**config.mk**
```make
export PLATFORM = sky130hd
export DESIGN_NAME = ifu_flat
export DESIGN_NICKNAME = d
export VERILOG_FILES = /design/src/rtl/ifu_if.sv /design/src/rtl/ifu.sv /design/src/flat_wrapper.sv
export SDC_FILE = /design/constraint.sdc
export NUM_CORES = 1
export LEC_CHECK = 0
export CAP_MARGIN = 20
export CORE_ASPECT_RATIO = 0.8
export CORE_MARGIN = 2
export CORE_UTILIZATION = 43
export DETAILED_ROUTE_END_ITERATION = 8
export GPL_ROUTABILITY_DRIVEN = 0
export GPL_TIMING_DRIVEN = 0
export PLACE_DENSITY = 0.83
export SKIP_CTS_REPAIR_TIMING = 1
export SYNTH_ARGS = -nofsm -noshare
export SYNTH_HDL_FRONTEND = slang
export SYNTH_SLANG_ARGS = --single-unit
```
**constraint.sdc**
```tcl
create_clock -name clk -period 5.5 [get_ports clk]
set_input_delay 1.1 -clock clk [delete_from_list [all_inputs] [get_ports clk]]
set_output_delay 1.1 -clock clk [all_outputs]
set_load 0.05 [all_outputs]
```
**src/rtl/ifu_if.sv**
```systemverilog
// Fetch-unit bundle: instruction-memory request/response, redirect input and
// the decode-side output register. The master side is the fetch unit.
interface ifu_if;
  logic        req_valid;
  logic        req_ready;
  logic [63:0] req_addr;
  logic        rsp_valid;
  logic        rsp_ready;
  logic [31:0] rsp_data;
  logic        rsp_err;
  logic        redirect_valid;
  logic [63:0] redirect_pc;
  logic        out_valid;
  logic        out_ready;
  logic [31:0] out_inst;
  logic [63:0] out_pc;
  logic [1:0]  out_fault;

  modport master (
    output req_valid, req_addr, rsp_ready,
    output out_valid, out_inst, out_pc, out_fault,
    input  req_ready, rsp_valid, rsp_data, rsp_err,
    input  redirect_valid, redirect_pc, out_ready
  );

  modport slave (
    input  req_valid, req_addr, rsp_ready,
    input  out_valid, out_inst, out_pc, out_fault,
    output req_ready, rsp_valid, rsp_data, rsp_err,
    output redirect_valid, redirect_pc, out_ready
  );
endinterface

```
**src/rtl/ifu.sv**
```systemverilog
// Instruction fetch unit: owns the PC, issues one instruction-memory read at
// a time, holds the fetched word for decode and applies downstream redirects,
// discarding any response that belongs to a superseded fetch.
module ifu #(
  parameter logic [63:0] RESET_PC = 64'h8000_0000,
  parameter logic [31:0] NOP_INST = 32'h0000_0013
) (
  input logic   clk,
  input logic   rst,
  ifu_if.master bus
);

  typedef enum logic [2:0] {
    BOOT,   // one idle cycle after reset
    REQ,    // presenting a fetch request
    WAIT,   // request accepted, waiting for its response
    HOLD,   // instruction held for decode
    DRAIN   // waiting for a stale response to retire
  } state_t;

  localparam logic [1:0] FAULT_NONE   = 2'b00;
  localparam logic [1:0] FAULT_ACCESS = 2'b01;
  localparam logic [1:0] FAULT_ALIGN  = 2'b10;

  state_t      state_reg;
  logic [63:0] pc_reg;
  logic [31:0] out_inst_reg;
  logic [63:0] out_pc_reg;
  logic [1:0]  out_fault_reg;
  logic        out_valid_reg;

  logic aligned;
  logic req_fire;

  // Requests go out only for word-aligned PCs; a misaligned PC faults locally.
  assign aligned       = (pc_reg[1:0] == 2'b00);
  assign bus.req_valid = (state_reg == REQ) && aligned;
  assign bus.req_addr  = pc_reg;
  assign bus.rsp_ready = (state_reg == WAIT) || (state_reg == DRAIN);
  assign req_fire      = bus.req_valid && bus.req_ready;

  assign bus.out_valid = out_valid_reg;
  assign bus.out_inst  = out_inst_reg;
  assign bus.out_pc    = out_pc_reg;
  assign bus.out_fault = out_fault_reg;

  // Fetch FSM together with the PC and the decode-side output register.
  always_ff @(posedge clk or posedge rst) begin
    if (rst) begin
      state_reg     <= BOOT;
      pc_reg        <= RESET_PC;
      out_inst_reg  <= '0;
      out_pc_reg    <= RESET_PC;
      out_fault_reg <= FAULT_NONE;
      out_valid_reg <= 1'b0;
    end else begin
      case (state_reg)
        BOOT: begin
          state_reg <= REQ;
        end

        REQ: begin
          if (bus.redirect_valid) begin
            // A request accepted this very cycle is still owed a response.
            pc_reg        <= bus.redirect_pc;
            out_valid_reg <= 1'b0;
            state_reg     <= req_fire ? DRAIN : REQ;
          end else if (!aligned) begin
            out_inst_reg  <= NOP_INST;
            out_pc_reg    <= pc_reg;
            out_fault_reg <= FAULT_ALIGN;
            out_valid_reg <= 1'b1;
            state_reg     <= HOLD;
          end else if (req_fire) begin
            state_reg <= WAIT;
          end
        end

        WAIT: begin
          if (bus.redirect_valid) begin
            // A response in the same cycle is simply dropped; otherwise
            // the outstanding one must be drained first.
            pc_reg        <= bus.redirect_pc;
            out_valid_reg <= 1'b0;
            state_reg     <= bus.rsp_valid ? REQ : DRAIN;
          end else if (bus.rsp_valid) begin
            out_inst_reg  <= bus.rsp_err ? NOP_INST : bus.rsp_data;
            out_pc_reg    <= pc_reg;
            out_fault_reg <= bus.rsp_err ? FAULT_ACCESS : FAULT_NONE;
            out_valid_reg <= 1'b1;
            state_reg     <= HOLD;
          end
        end

        HOLD: begin
          if (bus.redirect_valid) begin
            // Held instruction is dropped and the PC is not advanced.
            pc_reg        <= bus.redirect_pc;
            out_valid_reg <= 1'b0;
            state_reg     <= REQ;
          end else if (bus.out_ready) begin
            pc_reg        <= pc_reg + 64'd4;
            out_valid_reg <= 1'b0;
            state_reg     <= REQ;
          end
        end

        DRAIN: begin
          if (bus.redirect_valid) begin
            pc_reg        <= bus.redirect_pc;
            out_valid_reg <= 1'b0;
          end
          if (bus.rsp_valid) begin
            state_reg <= REQ;
          end
        end

        default: begin
          state_reg <= BOOT;
        end
      endcase
    end
  end

endmodule

```
**src/flat_wrapper.sv**
```systemverilog
// flat-port wrapper written by rule: the top's interface ports become plain ports
module ifu_flat 
#(
  parameter logic [63:0] RESET_PC = 64'h8000_0000,
  parameter logic [31:0] NOP_INST = 32'h0000_0013
)
  (clk, rst, bus_req_valid, bus_req_addr, bus_rsp_ready, bus_out_valid, bus_out_inst, bus_out_pc, bus_out_fault, bus_req_ready, bus_rsp_valid, bus_rsp_data, bus_rsp_err, bus_redirect_valid, bus_redirect_pc, bus_out_ready);
  ifu_if bus_i ();
  input logic clk;
  input logic rst;
  output wire logic [$bits(bus_i.req_valid)-1:0] bus_req_valid;
  output wire logic [$bits(bus_i.req_addr)-1:0] bus_req_addr;
  output wire logic [$bits(bus_i.rsp_ready)-1:0] bus_rsp_ready;
  output wire logic [$bits(bus_i.out_valid)-1:0] bus_out_valid;
  output wire logic [$bits(bus_i.out_inst)-1:0] bus_out_inst;
  output wire logic [$bits(bus_i.out_pc)-1:0] bus_out_pc;
  output wire logic [$bits(bus_i.out_fault)-1:0] bus_out_fault;
  input wire logic [$bits(bus_i.req_ready)-1:0] bus_req_ready;
  input wire logic [$bits(bus_i.rsp_valid)-1:0] bus_rsp_valid;
  input wire logic [$bits(bus_i.rsp_data)-1:0] bus_rsp_data;
  input wire logic [$bits(bus_i.rsp_err)-1:0] bus_rsp_err;
  input wire logic [$bits(bus_i.redirect_valid)-1:0] bus_redirect_valid;
  input wire logic [$bits(bus_i.redirect_pc)-1:0] bus_redirect_pc;
  input wire logic [$bits(bus_i.out_ready)-1:0] bus_out_ready;
  assign bus_req_valid = bus_i.req_valid;
  assign bus_req_addr = bus_i.req_addr;
  assign bus_rsp_ready = bus_i.rsp_ready;
  assign bus_out_valid = bus_i.out_valid;
  assign bus_out_inst = bus_i.out_inst;
  assign bus_out_pc = bus_i.out_pc;
  assign bus_out_fault = bus_i.out_fault;
  assign bus_i.req_ready = bus_req_ready;
  assign bus_i.rsp_valid = bus_rsp_valid;
  assign bus_i.rsp_data = bus_rsp_data;
  assign bus_i.rsp_err = bus_rsp_err;
  assign bus_i.redirect_valid = bus_redirect_valid;
  assign bus_i.redirect_pc = bus_redirect_pc;
  assign bus_i.out_ready = bus_out_ready;
  ifu #(.RESET_PC(RESET_PC), .NOP_INST(NOP_INST)) u_core (.clk(clk), .rst(rst), .bus(bus_i));
endmodule
```
# [Word-level counts from Yosys, hierarchy flattened]
# Index checks and enable logic that the tools add are counted.
[op_classes] add_sub_neg=1 n_eq_ne=15 mux=40 reduce_logical=13
[op_table] op="$mux W64" count=7
[op_table] op="$pmux W64 S2" count=2
[op_table] op="$mux W32" count=5
[op_table] op="$add A64 B3 Y64 const B" count=1
[op_table] op="$pmux W32 S2" count=1
[op_table] op="$mux W3" count=10
[op_table] op="$pmux W3 S5" count=1
[op_table] op="$ne A2 B2 Y1 const B" count=6
[op_table] op="$reduce_and A5 Y1" count=2
[op_table] op="$ne A3 B3 Y1 const B" count=3
[op_table] op="$mux W1" count=8
[op_table] op="$mux W2" count=4
[op_table] op="$eq A3 B2 Y1 const B" count=2
[op_table] op="$ne A4 B4 Y1 const B" count=1
[op_table] op="$pmux W1 S4" count=1
[op_table] op="$pmux W2 S2" count=1
[op_table] op="$reduce_and A4 Y1" count=1
[op_table] op="$reduce_bool A2 Y1" count=2
[op_table] op="$reduce_bool A4 Y1" count=1
[op_table] op="$eq A3 B1 Y1 const B" count=1
[op_table] op="$eq A3 B3 Y1 const B" count=1
[op_table] op="$logic_not A3 Y1" count=1
[op_table] op="$reduce_and A3 Y1" count=1
[op_table] op="$reduce_or A3 Y1" count=1
[op_table] op="other kinds (4)" count=5
[word_totals] ff_bits=166 inputBits=103 out_inout_bits=165 elab_cells=75

# [Depth between registers and ports, before layout]
# Gate-level depths: netlist of the first run.
[depth] word_depth=7 ltp_mapped=8 depth_no_buf=6

# [Least setup slack after synthesis of the first run]
# Ideal clock, no wire load.
[synth_timing] path_type="reg-to-output" start="register u_core.state_reg[1]" end="output bus_req_valid" arrival_time_ns=1.929 required_time_ns=4.400 setup_slack_ns=2.471 path_stages_with_launch=3 n_path_buf=0 path_cell_list="dfrtp_1 or3b_1 nor3_1"
[synth_via] elab_chain_cells=2
[synth_lines] item="start, declared" line="ifu.sv:25" source="state_t state_reg;"
[synth_lines] item="start signal, assigned" line="ifu.sv:67" source="state_reg <= req_fire ? DRAIN : REQ;"
[synth_lines] item="start signal, assigned" line="ifu.sv:85" source="state_reg <= bus.rsp_valid ? REQ : DRAIN;"
[synth_lines] item="$eq A3 B1 Y1" line="ifu.sv:37" source="assign bus.req_valid = (state_reg == REQ) && aligned;"
[synth_lines] item="$logic_and A1 B1 Y1" line="ifu.sv:37"
[synth_lines] item="end, declared" line="flat_wrapper.sv:11" source="output wire logic [$bits(bus_i.req_valid)-1:0] bus_req_valid;"
# No other way between the ends.

# [Worst setup path in the final report of the first run]
# Ends and elaborated chain as after synthesis.

==> results.yml, run 1 <==
outcome:
  status: "complete, no violations"
yosys:
  yosys.area.top_type: "dfrtp_1"
  synthTopCellsByCount: "dfrtp_1 (164), nand2_1 (120), mux2_2 (59), o21ai_0 (59), nor2_1 (47)"
  syn_nets: 975
  netlist.area_leader.share_pct: 48.13
  syn_avg_cell_area_sq_um: 9.790
  synthCells: 871
  yosysMostFrequentCell: "dfrtp_1"
  synthArstFlopShare_pct: 100.0
  synth.distinct_cells: 76
  synth.area.top_cells: "dfrtp_1 (48%), mux2_2 (7.8%), nand2_1 (5.3%), o21ai_0 (3.5%), nand3_1 (2.3%)"
  syn_area_sq_um: 8527
  yosys_most_used_dff: "dfrtp_1"
  yosysSeqAreaShare_pct: 48.75
  synth_edf_count: 0
  synth_warnings: 0
  synth.ff_latch_count: 166
grt:
  grt_pass1_vias: 8354
  grt_max_degree: 44
  grt_use_total_pct: 29.64
  antenna_found_initial: 1
  grt_overflow: 0
  grt_pass1_wl_mm: 47.46
worst_setup_path:
  critPathMaxStageDelay_ps: 850
  crit_fanout: 7
  cp.required_ps: 4400
  end_kind: "output port"
  path_buf_inv: 1
  crit_arrival_ps: 2420
  cp_slowest_cell: "clkdlybuf4s50_1"
  critPathTopFamily: "buffers and inverters"
  worst_setup_path_start_kind: "register"
  path_class: "register to output port"
  crit_chain: "or3b_1 -> nor3_1 -> clkdlybuf4s50_1"
final_layout:
  seqCellArea_sq_um: 4156
  drive_gt1_share_pct: 14.22
  fin_util_pct: 62.23
  nNetsFinal: 1265
  n_fill_cell: 1602
  antenna_cells: 0
  area_growth_pct: 43.24
  multi_input_area_sq_um: 3989
detailed_routing:
  remaining_drc_errors: 0
  firstDrtPassIters: 6
  first_iter_violations: 935
  drtAntennaViolNets: 0
  dr_total_vias: 8714
  wl_per_cell_microns: 21.70
  viasPerCell: 6.060
  routed_wl_mm: 31.21
clock_network:
  cts_inserted_buffers: 17
  htreeDepth: 4
  cts_root_buf: "clkbuf_16"
  cts_tree: "built"
  insertion_delay_ps: 440
  clk_pin_slew_ps: 70
  clock_sinks: 166
  clock_path_buffers: 2
run:
  maxCapViolCount: 0
timing:
  relSlewSlack_pct: 31.13
  final.period_utilization_pct: 63.96
  fmax_mhz: 284.3
  worst_slack_ps: 1982
  period_minus_slack_ps: 3518
  final_hold_viol_count: 0
  skew_ps: 15.63
  rsz0062_at_grt: "no"
  setup_viol: 0
  tightest_slew_ps: 1029
  setup_tns_ps: 0
  drv_slew: 0
floorplanning:
  die_h_microns: 130.0
  core_sq_um: 19630
  io_pins: 268
  initial_utilization_pct: 43.45
  rows: 46
  dieArea_sq_um: 20980
  die_w_microns: 161.4
power:
  power.density_nw_per_um2: 723.7
  ir_worst_vdd_mv: 0.5059
  leakage_nw: 4.788
worst_hold_path:
  min-delay-path-class: "register to register"
placement:
  place_ws_ps: 2153
  port_buffers: 266
  dp_hpwl_mm: 22.59
## worst min-delay path, cell delays in order, from the launching register on
cell	delay [ps]
dfrtp_1	340
nand2_1	40
o21ai_0	60
## routing by layer
metal	share of wire, %	global-route usage (%)
met1	39	37.92
met2	46	47.71
met3	12	9.409
met4	2.5	10.87
met5	0.051	0
## path summary, 6_finish.rpt
check / from / end / slack, ps / cells past startpoint
worst max-delay path: u_core.state_reg[1] / bus_req_valid / 1980 / 3
worst min-delay path: u_core.bus.out_pc[61] / u_core.bus.out_pc[61] / 480 / 2
worst max register to register: u_core.state_reg[0] / u_core.bus.req_addr[10] / 2840 / 6
worst min register to register: u_core.bus.out_pc[61] / u_core.bus.out_pc[61] / 480 / 2
max in group asynchronous: rst / u_core.bus.out_pc[36] / 3670 / 4
min in group asynchronous: rst / u_core.state_reg[0] / 1020 / 2
## logic make-up after synthesis
logic type	Yosys count	synth area share [%]
AO/OA/AOI/OAI	212	16.32
XOR/XNOR	1	0.1027
adder cells (fa/ha/maj)	1	0.1467
buffers and inverters	80	4.475
flip-flops	166	48.75
multiplexers	59	7.792
AND/OR/NAND/NOR	352	22.42
## stage by stage
stage / instance area, sq um / total power, mW / hold WS, ps / cells
after floorplan: 8531 / 5.639 / 659.1 / 871
after global placement: 11520 / 7.441 / 460.6 / 1401
after detailed placement: 11610 / 7.541 / 469.6 / 1406
after CTS: 12210 / 8.813 / 484.5 / 1438
after global routing: 12210 / 9.244 / 511.9 / 1438
final: 12210 / 8.839 / 479.1 / 1438
## report_power, final
part | total (mW) | internal, mW | switching, mW | leakage [nW]
clock | 1.25 | 0.695 | 0.556 | 0.285
sequential | 2.36 | 1.76 | 0.597 | 1.99
combinational | 5.23 | 1.78 | 3.45 | 2.51
total | 8.84 | 4.24 | 4.60 | 4.79
## layout make-up
type | instances | share of cell area, %
Buffer | 70 | 2.817
Clock buffer | 18 | 3.596
Clock inverter | 14 | 1.342
Inverter | 10 | 0.3380
Multi-Input combinational cell | 625 | 32.66
Sequential cell | 166 | 34.03
Tap cell | 264 | 2.704
Timing Repair Buffer | 271 | 22.52
## cells in the final DEF, fill, tap and decap left out, types with 8 or more instances in the layout
cell type	instances
a211oi_1	17
a21oi_1	33
a22oi_1	14
a31oi_1	8
and3_1	13
and4_1	22
buf_2	33
clkbuf_1	23
clkbuf_16	17
clkdlybuf4s50_1	266
dfrtp_1	164
inv_1	8
mux2_2	59
nand2_1	120
nand3_1	40
nand4_1	26
nor2_1	47
nor3_1	24
nor4_1	11
o211ai_1	11
o21ai_0	59
o22ai_1	20
No activity file was read; power rests on OpenSTA's default activity.
==> run 2: changes to the inputs <==
clock period = 3 ns   (was 5.5 ns; I/O delays follow)
==> run 2 against run 1 <==
  * Sequential power up 83%
  * Combinational power is 83% higher
  * Utilization hardly changed
  * Sequential share of layout area barely moved
  * Hold slack hardly changed
  * Flip-flop and latch count stayed put
  * Non-clock buffer count unchanged
  * Clock skew shrank 1.1 ps
  * Critical path type unchanged
  * Highest routed layer unchanged
==> results.yml, run 2 (same netlist as run 1, synthesis figures left out) <==
timing:
  rsz0062_at_grt: "no"
  hold_slack_ps: 479.1
  tightest_slew_ps: 1028
  setup_tns_ps: 0
  setup_viol: 0
  final.period_utilization_pct: 88.68
  skew_ps: 14.50
  period_minus_slack_ps: 2661
  relSlewSlack_pct: 31.19
  drv_slew: 0
  final_hold_viol_count: 0
  fmax_mhz: 375.9
clock_network:
  clock_sinks: 166
  insertion_delay_ps: 440
  htreeDepth: 4
  cts_inserted_buffers: 17
  clk_pin_slew_ps: 80
  cts_tree: "built"
  clock_path_buffers: 2
  cts_root_buf: "clkbuf_16"
power:
  internal_power_mw: 7.769
  leakage_nw: 4.803
  pwr-share-comb_pct: 59.1
  power.share.switching_pct: 52.07
  power_mw: 16.21
  p_switching_mw: 8.440
  ir_worst_vdd_mv: 0.9275
  clkPwrFrac_pct: 14.2
  p_seq_share_pct: 26.7
  power.density_nw_per_um2: 1327
worst_hold_path:
  hp-start: "u_core.bus.out_pc[61]"
  min_to: "u_core.bus.out_pc[61]"
  min-delay-path-class: "register to register"
  hold_depth: 2
grt:
  grt_pass1_wl_mm: 47.46
  grt_use_total_pct: 29.64
  grt_max_degree: 44
  grt_overflow: 0
  antenna_found_initial: 1
  grt_pass1_vias: 8354
detailed_routing:
  firstDrtPassIters: 6
  drtAntennaViolNets: 0
  remaining_drc_errors: 0
  wl_per_cell_microns: 21.72
  viasPerCell: 6.062
  dr_total_vias: 8717
  first_iter_violations: 935
  routed_wl_mm: 31.24
floorplanning:
  core_sq_um: 19630
  die_h_microns: 130.0
  die_w_microns: 161.4
  dieArea_sq_um: 20980
  initial_utilization_pct: 43.45
  io_pins: 268
  rows: 46
worst_setup_path:
  rr_worst_depth: 6
  critPathMaxStageDelay_ps: 820
  critPathTopFamily: "buffers and inverters"
  crit_fanout: 10
  path_class: "register to output port"
  end_kind: "output port"
  cp.required_ps: 2400
  crit_chain: "buf_2 -> nor2_1 -> clkdlybuf4s50_1"
  r2r_start: "u_core.state_reg[0]"
  worst_setup_path_start_kind: "register"
  cp_slowest_cell: "clkdlybuf4s50_1"
  r2r-end: "u_core.bus.req_addr[10]"
  crit_arrival_ps: 2060
  path_buf_inv: 2
  rrSetupSlack_ps: 350
placement:
  dp_hpwl_mm: 22.59
  port_buffers: 266
final_layout:
  nNetsFinal: 1265
  antenna_cells: 0
  final_common_cell: "clkdlybuf4s50_1"
  drive_gt1_share_pct: 14.22
  fin_util_pct: 62.25
  area_growth_pct: 43.27
  final_cell_mix: "clkdlybuf4s50_1 (265), dfrtp_1 (164), nand2_1 (120)"
outcome:
  status: "complete, no violations"
run:
  maxCapViolCount: 0
run 2: per-layer routing:
metal  vias to the layer above  GRT usage, %  share of wire [%]
met3                        76         9.409                 12
met2                       627         47.71                 46
met1                      4172         37.92                 39
met5                         -             0              0.051
li1                       3840             -                  -
met4                         2         10.87                2.5
run 2: final cells by class:
type / instances / area (sq um)
Clock inverter: 14 / 163.9
Clock buffer: 18 / 439.2
Buffer: 70 / 344.1
Sequential cell: 166 / 4156
Multi-Input combinational cell: 625 / 3989
Tap cell: 264 / 330.3
Inverter: 10 / 41.29
Fill cell: 1602 / 7410
Timing Repair Buffer: 271 / 2753
run 2: power by group through the flow:
| stage | Sequential (mW) | Combinational, mW | Clock (mW) |
|---|---|---|---|
| final | 4.33 | 9.59 | 2.29 |
| after global routing | 4.48 | 10.1 | 2.42 |
| after CTS | 4.30 | 9.54 | 2.32 |
| after detailed placement | 4.33 | 9.50 | 0 |
| after global placement | 4.27 | 9.37 | 0 |
| after floorplan | 7.35 | 2.98 | 0 |
run 2: how the worst max path moves through the flow:
stage	from	end	slack, ps	cells past startpoint
floorplan	rst	u_core.bus.out_fault[0]	290	1
global placement	rst	u_core.bus.out_pc[35]	-1220	2
detailed placement	bus_redirect_valid	u_core.bus.req_addr[10]	150	7
CTS	u_core.state_reg[1]	bus_req_valid	-40	3
global route	u_core.state_reg[0]	bus_rsp_ready	270	3
finish	u_core.state_reg[0]	bus_rsp_ready	340	3
run 2: through the flow:
stage	instances	area [sq um]	setup slack, ps
floorplan	871	8531	288.9
global placement	1401	11520	-1217
detailed placement	1406	11610	153.0
CTS	1438	12210	-37.87
global route	1438	12220	266.4
finish	1438	12220	339.5
run 2: tightest hold or removal path, stage by stage (launching register included):
cell and delay, ps:
dfrtp_1 340, nand2_1 40, o21ai_0 60
==> run 3: changes to the inputs <==
CTS_CLUSTER_SIZE = 30   (was not set)
==> results of run 3 <==
Final layout, timing and power as in run 2 (identical DEF).
